## src/rtl/gpio_irq_pkg.sv

```systemverilog
// Shared definitions for the mikroBUS GPIO interrupt front end.
// Register offsets are word indices taken from iomem_addr[7:2].
package gpio_irq_pkg;

  localparam int unsigned NUM_GPIO_MAX = 32;

  localparam logic [5:0] OFF_IN   = 6'h00;  // byte offset 0x00
  localparam logic [5:0] OFF_RISE = 6'h01;  // byte offset 0x04
  localparam logic [5:0] OFF_FALL = 6'h02;  // byte offset 0x08
  localparam logic [5:0] OFF_PEND = 6'h03;  // byte offset 0x0C
  localparam logic [5:0] OFF_MASK = 6'h04;  // byte offset 0x10
  localparam logic [5:0] OFF_DEB  = 6'h05;  // byte offset 0x14

  // Expand the four byte strobes into a 32-bit bit mask.
  function automatic logic [31:0] strb_mask(input logic [3:0] strb);
    return {{8{strb[3]}}, {8{strb[2]}}, {8{strb[1]}}, {8{strb[0]}}};
  endfunction

  // Byte-strobed update of a 32-bit register.
  function automatic logic [31:0] wr_merge(input logic [31:0] cur,
                                           input logic [31:0] wd,
                                           input logic [3:0]  strb);
    logic [31:0] m;
    m = strb_mask(strb);
    return (cur & ~m) | (wd & m);
  endfunction

endpackage

```

## src/rtl/gpio_debounce.sv

```systemverilog
// Optional input filter: a 16-bit prescaler produces a sample tick and each
// pin keeps a 3-deep history; the filtered level follows only when all three
// samples agree. Instantiated only when GPIO_IRQ_DEBOUNCE_EN is defined.
module gpio_debounce
  import gpio_irq_pkg::*;
#(
  parameter int unsigned NUM_GPIO = 10
) (
  input  logic                i_clk,
  input  logic                i_rst_n,
  input  logic [15:0]         i_div,
  input  logic                i_div_wr,
  input  logic [NUM_GPIO-1:0] i_level,
  output logic [NUM_GPIO-1:0] o_level
);

  logic [15:0]         r_cnt;
  logic                w_tick;
  logic [NUM_GPIO-1:0] r_h0, r_h1, r_h2;
  logic [NUM_GPIO-1:0] r_filt;
  logic [NUM_GPIO-1:0] w_all1, w_all0;

  // A divider write restarts the count and suppresses the tick that cycle.
  assign w_tick = !i_div_wr && (r_cnt == i_div);
  assign w_all1 = r_h0 & r_h1 & r_h2;
  assign w_all0 = ~(r_h0 | r_h1 | r_h2);
  assign o_level = r_filt;

  // Prescaler: count up to the divider value, then wrap to zero.
  always_ff @(posedge i_clk or negedge i_rst_n) begin
    if (!i_rst_n)                r_cnt <= '0;
    else if (i_div_wr || w_tick) r_cnt <= '0;
    else                         r_cnt <= r_cnt + 16'd1;
  end

  // Shift the synchronised level into the per-pin history on each tick.
  always_ff @(posedge i_clk or negedge i_rst_n) begin
    if (!i_rst_n) begin
      r_h0 <= '0;
      r_h1 <= '0;
      r_h2 <= '0;
    end else if (w_tick) begin
      r_h2 <= r_h1;
      r_h1 <= r_h0;
      r_h0 <= i_level;
    end
  end

  // Filtered level moves only on unanimous history.
  always_ff @(posedge i_clk or negedge i_rst_n) begin
    if (!i_rst_n) r_filt <= '0;
    else          r_filt <= (r_filt | w_all1) & ~w_all0;
  end

endmodule

```

## src/rtl/gpio_irq_ctrl.sv

```systemverilog
// GPIO interrupt front end on the picosoc iomem bus: 2-FF input sync,
// per-pin rise/fall detection into sticky W1C pending bits, and a registered
// level interrupt for irq_5. Define GPIO_IRQ_DEBOUNCE_EN to insert the
// gpio_debounce filter and enable the DEB_DIV register.
module gpio_irq_ctrl
  import gpio_irq_pkg::*;
#(
  parameter int unsigned NUM_GPIO = 10,
  parameter logic [7:0]  ADDR_HI  = 8'h04
) (
  input  logic                clk,
  input  logic                resetn,
  input  logic                iomem_valid,
  output logic                iomem_ready,
  input  logic [3:0]          iomem_wstrb,
  input  logic [31:0]         iomem_addr,
  input  logic [31:0]         iomem_wdata,
  output logic [31:0]         iomem_rdata,
  input  logic [NUM_GPIO-1:0] gpio_di,
  output logic                irq
);

  // Registers are kept 32 bits wide; bits at and above NUM_GPIO are forced 0.
  localparam logic [31:0] GPIO_MASK = 32'((64'd1 << NUM_GPIO) - 64'd1);

  logic [NUM_GPIO-1:0] r_sync1, r_sync2;
  logic [31:0]         r_prev;
  logic [31:0]         r_rise_en, r_fall_en, r_pend, r_mask;
  logic                r_ready, r_irq;
  logic [31:0]         r_rdata;

  logic                w_sel, w_wr;
  logic [5:0]          w_off;
  logic [31:0]         w_lvl, w_rise, w_fall, w_clr, w_rd_mux, w_deb_rd;
  logic                w_unused_addr;

  assign w_sel = iomem_valid && !r_ready && (iomem_addr[31:24] == ADDR_HI);
  assign w_wr  = |iomem_wstrb;
  assign w_off = iomem_addr[7:2];
  assign w_unused_addr = ^{iomem_addr[23:8], iomem_addr[1:0]};

`ifdef GPIO_IRQ_DEBOUNCE_EN
  logic [15:0]         r_deb_div;
  logic [NUM_GPIO-1:0] w_filt;
  logic                w_deb_wr;

  assign w_deb_wr = w_sel && w_wr && (w_off == OFF_DEB);
  assign w_deb_rd = {16'h0000, r_deb_div};

  gpio_debounce #(.NUM_GPIO(NUM_GPIO)) u_deb (
    .i_clk    (clk),
    .i_rst_n  (resetn),
    .i_div    (r_deb_div),
    .i_div_wr (w_deb_wr),
    .i_level  (r_sync2),
    .o_level  (w_filt)
  );

  // Debounce divider register, byte-strobed.
  always_ff @(posedge clk or negedge resetn) begin
    if (!resetn) begin
      r_deb_div <= '0;
    end else if (w_deb_wr) begin
      if (iomem_wstrb[0]) r_deb_div[7:0]  <= iomem_wdata[7:0];
      if (iomem_wstrb[1]) r_deb_div[15:8] <= iomem_wdata[15:8];
    end
  end

  // Edge detection and IN both see the filtered level.
  always_comb begin
    w_lvl = '0;
    w_lvl[NUM_GPIO-1:0] = w_filt;
  end
`else
  assign w_deb_rd = '0;

  // Edge detection and IN see the synchronised level directly.
  always_comb begin
    w_lvl = '0;
    w_lvl[NUM_GPIO-1:0] = r_sync2;
  end
`endif

  assign w_rise = w_lvl & ~r_prev & r_rise_en;
  assign w_fall = ~w_lvl & r_prev & r_fall_en;
  assign w_clr  = (w_sel && w_wr && (w_off == OFF_PEND))
                  ? (iomem_wdata & strb_mask(iomem_wstrb)) : '0;

  assign iomem_ready = r_ready;
  assign iomem_rdata = r_rdata;
  assign irq         = r_irq;

  // Two-flop synchroniser for the asynchronous pad inputs.
  always_ff @(posedge clk or negedge resetn) begin
    if (!resetn) begin
      r_sync1 <= '0;
      r_sync2 <= '0;
    end else begin
      r_sync1 <= gpio_di;
      r_sync2 <= r_sync1;
    end
  end

  // One-cycle history of the monitored level for edge detection.
  always_ff @(posedge clk or negedge resetn) begin
    if (!resetn) r_prev <= '0;
    else         r_prev <= w_lvl;
  end

  // Read data multiplexer (sampled on the edge that raises ready).
  always_comb begin
    w_rd_mux = '0;
    unique case (w_off)
      OFF_IN:   w_rd_mux = w_lvl;
      OFF_RISE: w_rd_mux = r_rise_en;
      OFF_FALL: w_rd_mux = r_fall_en;
      OFF_PEND: w_rd_mux = r_pend;
      OFF_MASK: w_rd_mux = r_mask;
      OFF_DEB:  w_rd_mux = w_deb_rd;
      default:  w_rd_mux = '0;
    endcase
  end

  // Bus handshake: single-cycle ready pulse, rdata held when idle.
  always_ff @(posedge clk or negedge resetn) begin
    if (!resetn) begin
      r_ready <= 1'b0;
      r_rdata <= '0;
    end else begin
      r_ready <= w_sel;
      if (w_sel) r_rdata <= w_rd_mux;
    end
  end

  // Byte-strobed RW configuration registers.
  always_ff @(posedge clk or negedge resetn) begin
    if (!resetn) begin
      r_rise_en <= '0;
      r_fall_en <= '0;
      r_mask    <= '0;
    end else if (w_sel && w_wr) begin
      if (w_off == OFF_RISE)
        r_rise_en <= wr_merge(r_rise_en, iomem_wdata, iomem_wstrb) & GPIO_MASK;
      if (w_off == OFF_FALL)
        r_fall_en <= wr_merge(r_fall_en, iomem_wdata, iomem_wstrb) & GPIO_MASK;
      if (w_off == OFF_MASK)
        r_mask    <= wr_merge(r_mask, iomem_wdata, iomem_wstrb) & GPIO_MASK;
    end
  end

  // Sticky pending bits: a new edge wins over a simultaneous W1C.
  always_ff @(posedge clk or negedge resetn) begin
    if (!resetn) r_pend <= '0;
    else         r_pend <= ((r_pend & ~w_clr) | w_rise | w_fall) & GPIO_MASK;
  end

  // Registered level interrupt.
  always_ff @(posedge clk or negedge resetn) begin
    if (!resetn) r_irq <= 1'b0;
    else         r_irq <= |(r_pend & r_mask);
  end

endmodule
```

## config.mk

```make
export PLATFORM = sky130hd
export DESIGN_NAME = gpio_irq_ctrl
export DESIGN_NICKNAME = d
export VERILOG_FILES = /design/src/rtl/gpio_irq_pkg.sv /design/src/rtl/gpio_debounce.sv /design/src/rtl/gpio_irq_ctrl.sv
export SDC_FILE = /design/constraint.sdc
export NUM_CORES = 1
export LEC_CHECK = 0
export CAP_MARGIN = 5
export CORE_MARGIN = 10
export CORE_UTILIZATION = 35
export DETAILED_ROUTE_END_ITERATION = 12
export PLACE_DENSITY_LB_ADDON = 0.2
export SYNTH_ARGS = -nofsm -noshare
export SYNTH_HDL_FRONTEND = slang
export SYNTH_SLANG_ARGS = --single-unit
```

## constraint.sdc

```tcl
create_clock -name clk -period 2.8 [get_ports clk]
set_clock_uncertainty 0.1 [all_clocks]
set_input_delay 0.28 -clock clk [delete_from_list [all_inputs] [get_ports clk]]
set_output_delay 0.28 -clock clk [all_outputs]
set_load 0.02 [all_outputs]
```

## Yosys cells after proc, flatten, opt, wreduce, memory -nomap -nowiden

Index checks and enable logic that the tools add are counted.

| word-level totals | value |
|---|---|
| flip-flop bits (word level) | 104 |
| input bits | 81 |
| output and inout bits | 34 |
| word-level logic and storage cells | 47 |

| operators by class | value |
|---|---|
| equal/unequal tests | 5 |
| multiplexer cells | 2 |
| bitwise logic cells | 19 |
| reduce and logical (&&, ||, !) cells | 11 |

Operator list:

| cell | number |
|---|---|
| AND 10 bit | 10 |
| bitwise OR 10 bit | 5 |
| one-hot mux 10 bit (5 select lines) | 1 |
| NOT 10 bit | 4 |
| OR reduction 32 bit | 1 |
| equality test 6 x 2 -> 1 bit (second input constant) | 2 |
| 2-to-1 mux 10 bit | 1 |
| equality test 8 x 3 -> 1 bit (second input constant) | 1 |
| equality test 6 x 1 -> 1 bit (second input constant) | 1 |
| equality test 6 x 3 -> 1 bit (second input constant) | 1 |
| logical NOT 6 bit | 1 |
| AND reduction 2 bit | 3 |
| logical AND 1 bit | 4 |
| OR reduction 4 bit | 1 |
| logical NOT 1 bit | 1 |

## Longest topological paths before layout

Gate-level depths: netlist of run 1.

| depth | value |
|---|---|
| depth in word-level cells | 10 |
| gate-level depth with buffers | 6 |
| depth with buffers taken out | 4 |

## Worst setup path before layout of run 1

OpenSTA, ideal clock, no wires.

| timing | value |
|---|---|
| path kind | input to register |
| start point | input port iomem_addr[5] |
| end point | register with a tool-made name |
| setup time | 0.125 ns |
| arrival | 1.611 ns |
| slack | 0.964 ns |
| stages | 5 |
| cells stage by stage | or4_4 nor3b_2 and3_1 buf_6 mux2_4 |

RTL lines:

| what | RTL line | RTL |
|---|---|---|
| from (decl) | gpio_irq_ctrl.sv:16 | `input logic [31:0] iomem_addr,` |

==> results of run 1 <==
## worst reg2reg max path: cells and delay by family, from the launching register on
family | cells | cell delay, ps
buffers and inverters | 1 | 330
flip-flops | 1 | 380
multiplexers | 1 | 340
AND/OR/NAND/NOR | 2 | 620
## layout make-up
class,instances,area (um^2)
fillers,961,5518
flip-flops and latches,82,2052
multi-input cells,164,1318
repair buffers,60,573.1
well taps,133,166.4
clock buffers,10,127.6
clock inverters,6,65.06
## stage by stage
stage | setup slack (ps) | power (mW)
floorplan | 964.2 | 1.362
global placement | 300.0 | 1.466
detailed placement | 248.4 | 1.468
CTS | 603.1 | 2.318
global route | 494.6 | 2.395
finish | 618.6 | 2.285
## power by group through the flow
stage          Combinational (mW)  Clock (mW)  Sequential (mW)
2_1_floorplan              0.0897           0             1.27
3_5_place_dp                0.205           0             1.26
4_1_cts                     0.206       0.874             1.24
6_report                    0.204       0.843             1.24
3_3_place_gp                0.205           0             1.26
5_1_grt                     0.223       0.928             1.24
## placed cells by master, fill, tap and decap left out, types with 6 or more instances in the layout
master,count
dfrtp_1,82
clkdlybuf4s50_1,49
conb_1,22
mux2_2,20
a22oi_1,13
nand4_1,11
buf_4,11
nand2_1,10
nand3b_1,10
o21ai_0,10
a21o_1,10
mux4_2,10
nor2_1,10
a21oi_1,10
clkbuf_8,9
mux2_4,8
and3_1,6
## cells in the mapped netlist
cell,instances,area share
o21ai_0,10,0.014
buf_6,2,0.0064
nor3_2,1,0.0028
nand2_1,10,0.011
nand3b_1,10,0.021
dfrtp_1,82,0.58
a21o_1,10,0.021
nor4b_1,1,0.0025
mux4_2,10,0.064
mux2_1,2,0.0064
a21oi_1,10,0.014
or4b_1,1,0.0028
clkbuf_1,6,0.0064
mux2_2,20,0.064
and3_1,6,0.011
nor4_1,2,0.0035
and4b_1,1,0.0028
nor3b_2,2,0.0071
buf_4,23,0.049
a22o_1,1,0.0025
a221oi_1,1,0.0025
and3_2,1,0.0021
nor2_1,10,0.011
a22oi_1,13,0.028
mux2_4,8,0.034
buf_2,4,0.0057
nand4_1,11,0.020
conb_1,1,0.0011
or4_4,1,0.0032
## how the worst max path moves through the flow
stage                              start        end  slack (ps)  cells past startpoint
after floorplan            iomem_addr[5]  flip-flop         960                      5
after global placement     iomem_addr[5]  flip-flop         300                      5
after detailed placement  iomem_addr[25]  flip-flop         250                      6
after CTS                 iomem_addr[25]  flip-flop         600                      6
after global routing      iomem_addr[25]  flip-flop         490                      6
final                     iomem_addr[25]  flip-flop         620                      6
## cell families after synthesis
family          after synthesis  synth area share
other cells                   1          0.001063
compound gates               45           0.08227
simple gates                 57           0.09965
mux                          40            0.1681
flops                        82            0.5816
buf+inv                      35           0.06738
## routing by layer
| layer | GRT usage | up-vias |
|---|---|---|
| li1 | - | 1026 |
| met1 | 0.1377 | 1133 |
| met2 | 0.1816 | 55 |
| met3 | 0.03257 | 9 |
| met4 | 0.04525 | 0 |
| met5 | 0 | - |
==> flow_summary.json, run 1 <==
{
  "status": "finished, violations left",
  "violations": "hold timing",
  "drive_gt1_frac": 0.2143,
  "grt_max_degree": 83,
  "p_leak_nw": 1.970,
  "antenna_found_initial": 0,
  "drt_iter0_drc": 95,
  "ant_nets": 0,
  "crit_fanout": 27,
  "power_frac_comb": 0.089,
  "cts_buffers": 9,
  "top_layer_used": "met4",
  "hold_class": "in2async",
  "num_rows": 36,
  "wl_met2_um": 3755,
  "synthDistinctLibCells": 29,
  "portBuffers": 50,
  "setup_tns_ps": 0,
  "startpoint_type": "input pin",
  "sw_frac_of_total": 0.2448,
  "relSlewSlack": 0.3163,
  "placed_cells": 439,
  "place_congestion": 0.7133,
  "vdd_ir_drop_max_mv": 0.2521,
  "yosysWarnings": 0,
  "via_per_inst": 4.886,
  "critPathMaxStageDelay_ps": 410,
  "via_count": 2223,
  "clock_path_buffers": 2,
  "clkSlewWorstSetupHoldPaths_ps": 90,
  "diodes": 0,
  "max_freq_ghz": 0.4584,
  "synth-seq-cells": 82,
  "die_h_um": 120.4,
  "final-setup-viol-count": 0,
  "p_clk_frac": 0.369,
  "wl_met1_um": 3557,
  "seq_area_frac_synth": 0.5816,
  "core_area_um2": 9819,
  "htree_levels": 3,
  "rsz0062_at_grt": "no",
  "reg2reg_from": "iomem_ready$_DFF_PN0_",
  "fin_crit_sh": 0.7791,
  "die_w_um": 120.4,
  "final_util": 0.4381,
  "firstDrtPassIters": 4,
  "cp_slowest_cell": "clkdlybuf4s50_1",
  "crit_family": "simple AND/OR/NAND/NOR gates",
  "syn_area_um2": 3528,
  "grt_overflow": 0,
  "grt_pass1_vias": 2404,
  "hold_slack_ps": -11.03,
  "grt_pass1_wl_um": 12890,
  "io_pins": 115,
  "cts_setup_buffers": 0,
  "drv_slew": 0,
  "final-instance-count-excl-fill": 455,
  "clockRootBuffer": "clkbuf_8",
  "min_period_ps": 2181,
  "cap_violations": 0,
  "layout.nets": 398,
  "pwr-share-seq": 0.542,
  "cts_hold_buf": 0,
  "critPathArrivalTime_ps": 2310,
  "r2r_cells": 4,
  "floorplan.initialDensity": 0.3593,
  "routedWlPerCell_um": 17.23,
  "crit_required_ps": 2930,
  "post_cts_resized": 0,
  "hold_viol": 6,
  "worst_pin_slew_ps": 1026,
  "syn-instance-count": 260,
  "power.internal_mw": 1.725,
  "drc_errors": 0,
  "worstSkewPairLatency_ps": 350,
  "power.density_nw_per_um2": 531.1,
  "cts_tree": "built",
  "worst-r2r-setup-slack_ps": 900,
  "dieArea_um2": 14500,
  "avgSynthCellArea_um2": 13.57,
  "p_switching_uw": 559.4,
  "area_growth_pct": 21.92,
  "place_area_um2": 4109,
  "grt_usage": 0.1121,
  "cp_cell_sequence": "clkdlybuf4s50_1 -> nor4b_1 -> and4b_1 -> buf_4 -> and3_1 -> mux2_2",
  "path_buf_inv": 2,
  "critPathCaptureType": "flip-flop",
  "critPathKind": "in2reg",
  "clock_sinks": 82,
  "final_area_um2": 4302,
  "routed_wl_um": 7839,
  "wl_met3_um": 415,
  "dp_hpwl_um": 5445
}
Power figures use the tool's default switching activity.
==> inputs of run 2 (changes only) <==
==> constraint.sdc (replaced) <==
create_clock -name clk -period 2.2 [get_ports clk]
set_clock_uncertainty 0.1 [all_clocks]
set_input_delay 0.22 -clock clk [delete_from_list [all_inputs] [get_ports clk]]
set_output_delay 0.22 -clock clk [all_outputs]
set_load 0.02 [all_outputs]
==> run 2 against run 1 <==
Compared with the run above:
- the run now ends clean
- combinational power is 33% higher
- clock power is 54% higher
- count of clock-buffer cells in the layout stayed put
- utilization is 1.8 points higher
- global-route usage is 0.27 points lower
- largest power group unchanged
- highest routed layer unchanged
==> flow_summary.json, run 2 (synthesis results as in run 1) <==
{
  "layout.nets": 411,
  "drt_iter0_drc": 55,
  "antenna_found_initial": 0,
  "critPathKind": "in2reg",
  "floorplan.initialDensity": 0.3593,
  "grt_max_degree": 58,
  "clockRootBuffer": "clkbuf_8",
  "path_buf_inv": 2,
  "cp_cell_sequence": "clkdlybuf4s50_1 -> or4_4 -> nor3b_2 -> and3_1 -> buf_4 -> mux2_2",
  "io_pins": 115,
  "p_leak_nw": 2.069,
  "crit_fanout": 5,
  "dp_hpwl_um": 5788,
  "max_freq_ghz": 0.4928,
  "clock_path_buffers": 2,
  "firstDrtPassIters": 4,
  "routedWlPerCell_um": 16.56,
  "place_congestion": 0.7613,
  "critPathCaptureType": "flip-flop",
  "hold_viol": 0,
  "final_area_um2": 4474,
  "crit_family": "simple AND/OR/NAND/NOR gates",
  "cp_slowest_cell": "or4_4",
  "relSlewSlack": 0.5194,
  "grt_overflow": 0,
  "fin_ws_ps": 170.8,
  "drv_slew": 0,
  "power.density_nw_per_um2": 702.5,
  "crit_required_ps": 2330,
  "place_ws_ps": -199.8,
  "num_rows": 36,
  "finalPower_mw": 3.143,
  "htree_levels": 3,
  "grt_pass1_vias": 2462,
  "hold_slack_ps": 205.6,
  "clock_sinks": 82,
  "critPathArrivalTime_ps": 2160,
  "place_area_um2": 4224,
  "fin_crit_sh": 0.9223,
  "via_per_inst": 4.844,
  "grt_pass1_wl_um": 12650,
  "layout_common_cells": "82 x dfrtp_1, 49 x clkdlybuf4s50_1, 22 x conb_1",
  "critPathMaxStageDelay_ps": 560,
  "dieArea_um2": 14500,
  "status": "finished clean",
  "routed_wl_um": 7734,
  "drc_errors": 0,
  "portBuffers": 50,
  "startpoint_type": "input pin",
  "min_period_ps": 2029,
  "via_count": 2262,
  "grt_usage": 0.1095,
  "cap_violations": 0,
  "hold_class": "in2reg",
  "area_growth_pct": 26.81,
  "rsz0062_at_grt": "no",
  "worst_pin_slew_ps": 720.9,
  "vdd_ir_drop_max_mv": 0.4431,
  "ant_nets": 0,
  "layout_commonest_cell": "dfrtp_1",
  "die_h_um": 120.4,
  "die_w_um": 120.4,
  "clkSlewWorstSetupHoldPaths_ps": 80,
  "core_area_um2": 9819,
  "drive_gt1_frac": 0.2425,
  "final-setup-viol-count": 0,
  "cts_buffers": 9,
  "cts_tree": "built",
  "worstSkewPairLatency_ps": 340,
  "diodes": 0
}
## run 2: changes by cell type in the layout (fill, tap and decap cells not counted)
cell,previous run,this run
clkbuf_8,9,10
buf_12,0,2
bufinv_16,1,3
clkinv_2,2,1
dlygate4sd3_1,0,1
clkinv_4,1,0
clkbuf_1,1,0
inv_6,1,0
buf_4,11,21
## run 2: worst paths after layout
| check | cells after the start | slack, ps | to | start |
|---|---|---|---|---|
| min | 1 | 210 | r_sync1[3]$_DFF_PN0_ | gpio_di[3] |
| max in group asynchronous | 3 | 1030 | iomem_rdata[8]$_DFFE_PN0P_ | resetn |
| max | 6 | 170 | flip-flop | iomem_addr[5] |
| min reg2reg | 0 | 250 | r_sync2[9]$_DFF_PN0_ | r_sync1[9]$_DFF_PN0_ |
| min in group asynchronous | 2 | 370 | r_sync2[4]$_DFF_PN0_ | resetn |
| max reg2reg | 4 | 510 | flip-flop | iomem_ready$_DFF_PN0_ |
## run 2: per-stage QoR
stage	std cells	setup TNS, ps	util
finish	467	0	0.4557
global route	467	0	0.4557
CTS	467	0	0.4557
detailed placement	451	-4988	0.4302
global placement	451	-4643	0.4302
floorplan	281	0	-
## run 2: metal layers
metal	vias up	global-route usage	part of all wire
li1	1052	-	-
met1	1142	0.1359	0.46
met2	59	0.1737	0.47
met3	9	0.03118	0.054
met4	0	0.04902	0.016
met5	-	0	0
## run 2: final cells by class
cell class / instances / area, um^2
Clock inverter: 5 / 102.6
Tap cell: 133 / 166.4
Sequential cell: 82 / 2052
Timing Repair Buffer: 73 / 698.2
Clock buffer: 10 / 137.6
Multi-Input combinational cell: 164 / 1318
Fill cell: 927 / 5345
## run 2: repair_timing
item,in CTS,in global routing
endpoints found under the hold margin,56,0
gates resized for setup,0,0
setup buffers,0,0
endpoints found under the setup margin,0,0
hold buffers,1,0
## run 2: report_power, final
group / switching [mW] / internal (mW) / total (mW) / leakage (nW)
Clock: 0.520 / 0.777 / 1.30 / 0.118
Sequential: 0.0248 / 1.55 / 1.58 / 1.07
Combinational: 0.142 / 0.129 / 0.271 / 0.878
Total: 0.687 / 2.46 / 3.14 / 2.07
## run 2: worst register-to-register path, stage by stage (launching register included)
cell	delay, ps
dfrtp_1	370
and4b_1	370
and3_1	220
buf_4	180
mux2_2	340
